--- src/rtl/kondycjoner_pkg.sv ---
// Shared types and bit positions for the external-interrupt conditioner.
package kondycjoner_pkg;

  // Edge-qualification mode held in cfg bits [1:0]
  typedef enum logic [1:0] {
    TRYB_WYL    = 2'b00,
    TRYB_NARAST = 2'b01,
    TRYB_OPAD   = 2'b10,
    TRYB_OBA    = 2'b11
  } tryb_t;

  // cfg_data bit positions
  localparam int unsigned CFG_MODE_LSB   = 0;
  localparam int unsigned CFG_MODE_MSB   = 1;
  localparam int unsigned CFG_CLR_CNT    = 6;
  localparam int unsigned CFG_W1C_MISSED = 7;

  // status bit positions
  localparam int unsigned ST_MODE_LSB = 0;
  localparam int unsigned ST_LEVEL    = 5;
  localparam int unsigned ST_PENDING  = 6;
  localparam int unsigned ST_MISSED   = 7;

  // True when a transition to new_level is an edge of interest in mode tryb
  function automatic logic tryb_pasuje(input tryb_t tryb, input logic new_level);
    logic r;
    unique case (tryb)
      TRYB_WYL:    r = 1'b0;
      TRYB_NARAST: r = new_level;
      TRYB_OPAD:   r = ~new_level;
      TRYB_OBA:    r = 1'b1;
      default:     r = 1'b0;
    endcase
    return r;
  endfunction

endpackage

--- src/rtl/kondycjoner_przerwania_filtr_drgan.sv ---
// Pin synchroniser plus debounce filter. Emits the accepted level and a
// one-cycle pulse in the cycle a new level is accepted.
module filtr_drgan #(
  parameter int unsigned SYNC_STAGES     = 2,
  parameter int unsigned DEBOUNCE_CYCLES = 16,
  parameter logic        RESET_LEVEL     = 1'b0
) (
  input  logic clk_i,
  input  logic rst_ni,
  input  logic pin_i,
  output logic level_o,
  output logic event_o
);

  // The counter/level registers sample the chain output, so they act as the
  // final synchroniser stage; this keeps acceptance on edge
  // SYNC_STAGES + DEBOUNCE_CYCLES - 1 after the first sampling edge.
  localparam int unsigned ChainLen = SYNC_STAGES - 1;
  localparam int unsigned CntW     = $clog2(DEBOUNCE_CYCLES + 1);
  localparam logic [CntW-1:0] CntLast = CntW'(DEBOUNCE_CYCLES - 1);

  logic [ChainLen-1:0] sync_q, sync_d;
  logic [CntW-1:0]     cnt_q, cnt_d;
  logic                level_q, level_d;
  logic                s;

  // Shift chain next state
  always_comb begin
    sync_d    = sync_q;
    sync_d[0] = pin_i;
    for (int i = 1; i < int'(ChainLen); i++) begin
      sync_d[i] = sync_q[i-1];
    end
  end

  assign s = sync_q[ChainLen-1];

  // Debounce: count consecutive cycles that disagree with the accepted level
  always_comb begin
    cnt_d   = cnt_q;
    level_d = level_q;
    event_o = 1'b0;
    if (s == level_q) begin
      cnt_d = '0;
    end else if (cnt_q == CntLast) begin
      level_d = s;
      cnt_d   = '0;
      event_o = 1'b1;
    end else begin
      cnt_d = cnt_q + CntW'(1);
    end
  end

  // Filter state registers
  always_ff @(posedge clk_i or negedge rst_ni) begin
    if (!rst_ni) begin
      sync_q  <= {ChainLen{RESET_LEVEL}};
      cnt_q   <= '0;
      level_q <= RESET_LEVEL;
    end else begin
      sync_q  <= sync_d;
      cnt_q   <= cnt_d;
      level_q <= level_d;
    end
  end

  assign level_o = level_q;

endmodule

--- src/rtl/kondycjoner_przerwania.sv ---
// External-interrupt conditioner: debounced pin, programmable edge detect,
// pending latch with acknowledge. Optional event counter enabled by the
// macro KONDYCJONER_LICZNIK_ZDARZEN_EN (adds port event_count).
module kondycjoner_przerwania
  import kondycjoner_pkg::*;
#(
  parameter int unsigned SYNC_STAGES     = 2,
  parameter int unsigned DEBOUNCE_CYCLES = 16,
  parameter logic        RESET_LEVEL     = 1'b0
) (
  input  logic       clk,
  input  logic       rst,
  input  logic       pin_in,
  input  logic       cfg_we,
  input  logic [7:0] cfg_data,
  input  logic       int_ack,
  output logic       int_req,
  output logic [7:0] status
`ifdef KONDYCJONER_LICZNIK_ZDARZEN_EN
  ,
  output logic [7:0] event_count
`endif
);

  logic  level, trans, qual;
  tryb_t mode_q, mode_d, new_mode;
  logic  pending_q, pending_d;
  logic  missed_q, missed_d;

  filtr_drgan #(
    .SYNC_STAGES    (SYNC_STAGES),
    .DEBOUNCE_CYCLES(DEBOUNCE_CYCLES),
    .RESET_LEVEL    (RESET_LEVEL)
  ) u_filtr (
    .clk_i  (clk),
    .rst_ni (rst),
    .pin_i  (pin_in),
    .level_o(level),
    .event_o(trans)
  );

  // A transition always lands on the inverse of the current accepted level
  assign qual     = trans & tryb_pasuje(mode_q, ~level);
  assign new_mode = tryb_t'(cfg_data[CFG_MODE_MSB:CFG_MODE_LSB]);

  // Pending/missed/mode next state; a missed-set overrides a same-cycle W1C
  always_comb begin
    mode_d    = mode_q;
    pending_d = pending_q;
    missed_d  = missed_q;
    if (cfg_we && cfg_data[CFG_W1C_MISSED]) begin
      missed_d = 1'b0;
    end
    if (qual) begin
      if (pending_q && !int_ack) begin
        missed_d = 1'b1;
      end
      pending_d = 1'b1;
    end else if (int_ack) begin
      pending_d = 1'b0;
    end
    if (cfg_we) begin
      mode_d = new_mode;
      if (new_mode == TRYB_WYL) begin
        pending_d = 1'b0;
      end
    end
  end

  // Control registers
  always_ff @(posedge clk or negedge rst) begin
    if (!rst) begin
      mode_q    <= TRYB_WYL;
      pending_q <= 1'b0;
      missed_q  <= 1'b0;
    end else begin
      mode_q    <= mode_d;
      pending_q <= pending_d;
      missed_q  <= missed_d;
    end
  end

  assign int_req = pending_q;
  assign status  = {missed_q, pending_q, level, 3'b000, mode_q};

`ifdef KONDYCJONER_LICZNIK_ZDARZEN_EN
  logic [7:0] evc_q, evc_d;
  logic       unused_cfg;
  assign unused_cfg = ^cfg_data[5:2];

  // Clear first so a same-cycle qualified edge lands on 1
  always_comb begin
    evc_d = evc_q;
    if (cfg_we && cfg_data[CFG_CLR_CNT]) begin
      evc_d = '0;
    end
    if (qual) begin
      evc_d = evc_d + 8'd1;
    end
  end

  // Event counter register
  always_ff @(posedge clk or negedge rst) begin
    if (!rst) begin
      evc_q <= '0;
    end else begin
      evc_q <= evc_d;
    end
  end

  assign event_count = evc_q;
`else
  logic unused_cfg;
  assign unused_cfg = ^cfg_data[6:2];
`endif

endmodule
--- config.mk ---
export PLATFORM = sky130hd
export DESIGN_NAME = kondycjoner_przerwania
export DESIGN_NICKNAME = d
export VERILOG_FILES = /design/src/rtl/kondycjoner_pkg.sv /design/src/rtl/kondycjoner_przerwania_filtr_drgan.sv /design/src/rtl/kondycjoner_przerwania.sv
export SDC_FILE = /design/constraint.sdc
export NUM_CORES = 1
export LEC_CHECK = 0
export BUFFER_PORTS_ARGS = -buffer_cell sky130_fd_sc_hd__buf_2
export CAP_MARGIN = 20
export CORE_MARGIN = 1
export CORE_UTILIZATION = 39
export CTS_CLUSTER_SIZE = 10
export DETAILED_ROUTE_END_ITERATION = 16
export MAX_ROUTING_LAYER = met4
export PLACE_DENSITY = 0.81
export REMOVE_ABC_BUFFERS = 1
export SLEW_MARGIN = 20
export SYNTH_ARGS = -nofsm -noshare
export SYNTH_HDL_FRONTEND = slang
export SYNTH_SLANG_ARGS = --single-unit
--- constraint.sdc ---
create_clock -name clk -period 1.1 [get_ports clk]
set_input_delay 0.165 -clock clk [delete_from_list [all_inputs] [get_ports clk]]
set_output_delay 0.165 -clock clk [all_outputs]
set_load 0.02 [all_outputs]
==> impl_metrics.ini <==
[status]
status = complete, but fails checks
failed_checks = negative setup slack

[global_route]
grt_pass1_wl_um = 1390
antenna_found_initial = 0
grt_usage = 0.148
grt_start_max_net_pins = 12
gr-total-overflow = 0
grt_pass1_vias = 338

[clock_network]
cts_tree = built
ctsHtreeMaxLevel = 1
cts_buffers = 3
cts_root_buf = clkbuf_4
clock_path_buffers = 2
clock_latency_ns = 0.26
cts.sinks = 11
clkTransAtPathRegs_ns = 0.07

[layout]
layout.cells.most_common = buf_2
antenna_cells = 0
final_cell_mix = 13 x buf_2, 11 x dfrtp_1, 6 x buf_4
layout.cells.non_filler = 79
syn2layout_area_growth_pct = 30.2
drive_gt1_frac = 0.492
nets = 80

[logic_synthesis]
synth_seq_cells = 11
ys_seq_area_frac = 0.528
ys_types = 18
ys_warn_count = 0
synth_area_leaders = dfrtp_1 53%, buf_4 8.6%, xor2_1 5.0%
synth_area_um2 = 522
yosys.area.top_type = dfrtp_1
synthCells = 43
synth_top_area_frac = 0.528
synth_area_per_cell_um2 = 12.1

[timing]
holdWs_ns = 0.137
clock_skew_ns = 0.00141
setup_violations = 6
setup_slack_ns = -0.133
slew_viol_final = 0
rsz0062_at_grt = yes
finalCritPeriodShare = 1.12
max_freq_ghz = 0.811
finalHoldViolations = 0
fin_crit_ns = 1.23

[setup_path]
cpPeakStageDelay_ns = 0.36
cp_slowest_cell = dfrtp_1
arrival_ns = 1.38
crit_family = flip-flops
critPathKind = register to register
worst-path-buf-inv = 0
rrSetupSlack_ns = -0.13
endpoint_kind = register
cp_max_fo = 3
worst_setup_path_start_kind = register
worstPathRequired_ns = 1.25
crit_chain = ha_2, and4b_4, mux2_4

[route]
vias_per_cell = 4.53
drtAntennaViolNets = 0
wirelength_um = 908
drc_errors = 0
vias = 358
first_pass_iters = 3
wl_per_cell_um = 11.5
first_iter_violations = 2

[power_and_ir_drop]
p_leak_nw = 0.360
p_per_area_nw_per_um2 = 1200
irDropWorstVdd_mv = 0.638

[place]
dp.cells = 71
gp_congestion = 0.804
port-buffer-count = 13
post-dp-hpwl_um = 639

[floorplanning]
io_pins = 22
dieWidth_um = 38.6
die_height_um = 38.6
start_util = 0.446
num_rows = 12
die-area_um2 = 1490
core_um2 = 1170

[flow_run]
drv_cap = 0

[worst_hold_path]
hold_path_class = input port to register
==> stage by stage <==
| step | util | TNS (ns) | power, mW | area [µm²] | setup slack, ns |
|---|---|---|---|---|---|
| global route | 0.580 | -0.626 | 0.853 | 679 | -0.154 |
| CTS | 0.564 | -0.225 | 0.815 | 661 | -0.114 |
| global placement | 0.516 | -0.210 | 0.531 | 604 | -0.0885 |
| floorplan | - | -0.105 | 0.488 | 484 | -0.102 |
| detailed placement | 0.516 | -0.287 | 0.534 | 604 | -0.105 |
| finish | 0.580 | -0.411 | 0.814 | 679 | -0.133 |
==> registers in the layout, indices dropped and copies added (netlist names) <==
signal           cells
missed_q             1
u_filtr.s            1
mode_q               2
u_filtr.cnt_q        5
u_filtr.level_o      1
int_req              1
==> path summary, 6_finish.rpt <==
| kind | end | cells after the start | start |
|---|---|---|---|
| worst max-delay path | u_filtr.level_o | 3 | u_filtr.cnt_q[0] |
| worst min-delay path | int_req | 2 | cfg_we |
| worst max register to register | u_filtr.level_o | 3 | u_filtr.cnt_q[0] |
| worst min register to register | missed_q | 2 | missed_q |
| max in group asynchronous | u_filtr.cnt_q[1] | 2 | rst |
| min in group asynchronous | int_req | 2 | rst |
==> kinds of logic (layout without fill, tap and decap cells) <==
group	Yosys count	after routing	share of synthesized area
xor gates and xnor gates	3	3	0.0504
and+or+nand+nor	14	14	0.163
muxes	3	3	0.0719
adders and majority gates	1	1	0.0240
other	1	3	0.00719
AOI/OAI and AO/OA	4	4	0.0696
buffers and inverters	6	26	0.0863
DFF	11	11	0.528
==> layer usage <==
layer	global-route usage	up-vias	wire length [µm]
met5	-	-	0
met4	0.0776	0	0
met3	0.0520	0	43
met2	0.204	11	474
met1	0.189	166	390
li1	-	181	-
==> power by group <==
part           leakage, nW  total, mW  switching [mW]  internal, mW
sequential           0.144      0.434          0.0115         0.422
combinational        0.201      0.107          0.0553        0.0521
clock               0.0150      0.273           0.133         0.140
==> cells in the mapped netlist <==
master / number
dfrtp_1: 11
buf_4: 6
nand2_1: 3
nor2_1: 3
xor2_1: 3
and2_1: 2
mux2_2: 2
nand2b_1: 2
o21ai_2: 2
a22oi_2: 1
a31oi_1: 1
and3b_1: 1
and3b_2: 1
and4b_4: 1
conb_1: 1
ha_1: 1
mux2_4: 1
nand3_1: 1
==> cell type report <==
type                            instances  area [µm²]
Multi-Input combinational cell         28         219
Sequential cell                        11         275
Tap cell                               14        17.5
Fill cell                             100         492
Clock buffer                            4        26.3
Timing Repair Buffer                   22         141
==> what timing repair did <==
item	4_1_cts	5_1_grt
hold buffers	2	0
pin swaps	0	1
endpoints found under the setup margin	6	6
resized for setup	2	1
buffers inserted	0	2
cloned	0	0
endpoints found under the hold margin	12	0
Note: power is estimated with default switching activity, not from simulation.
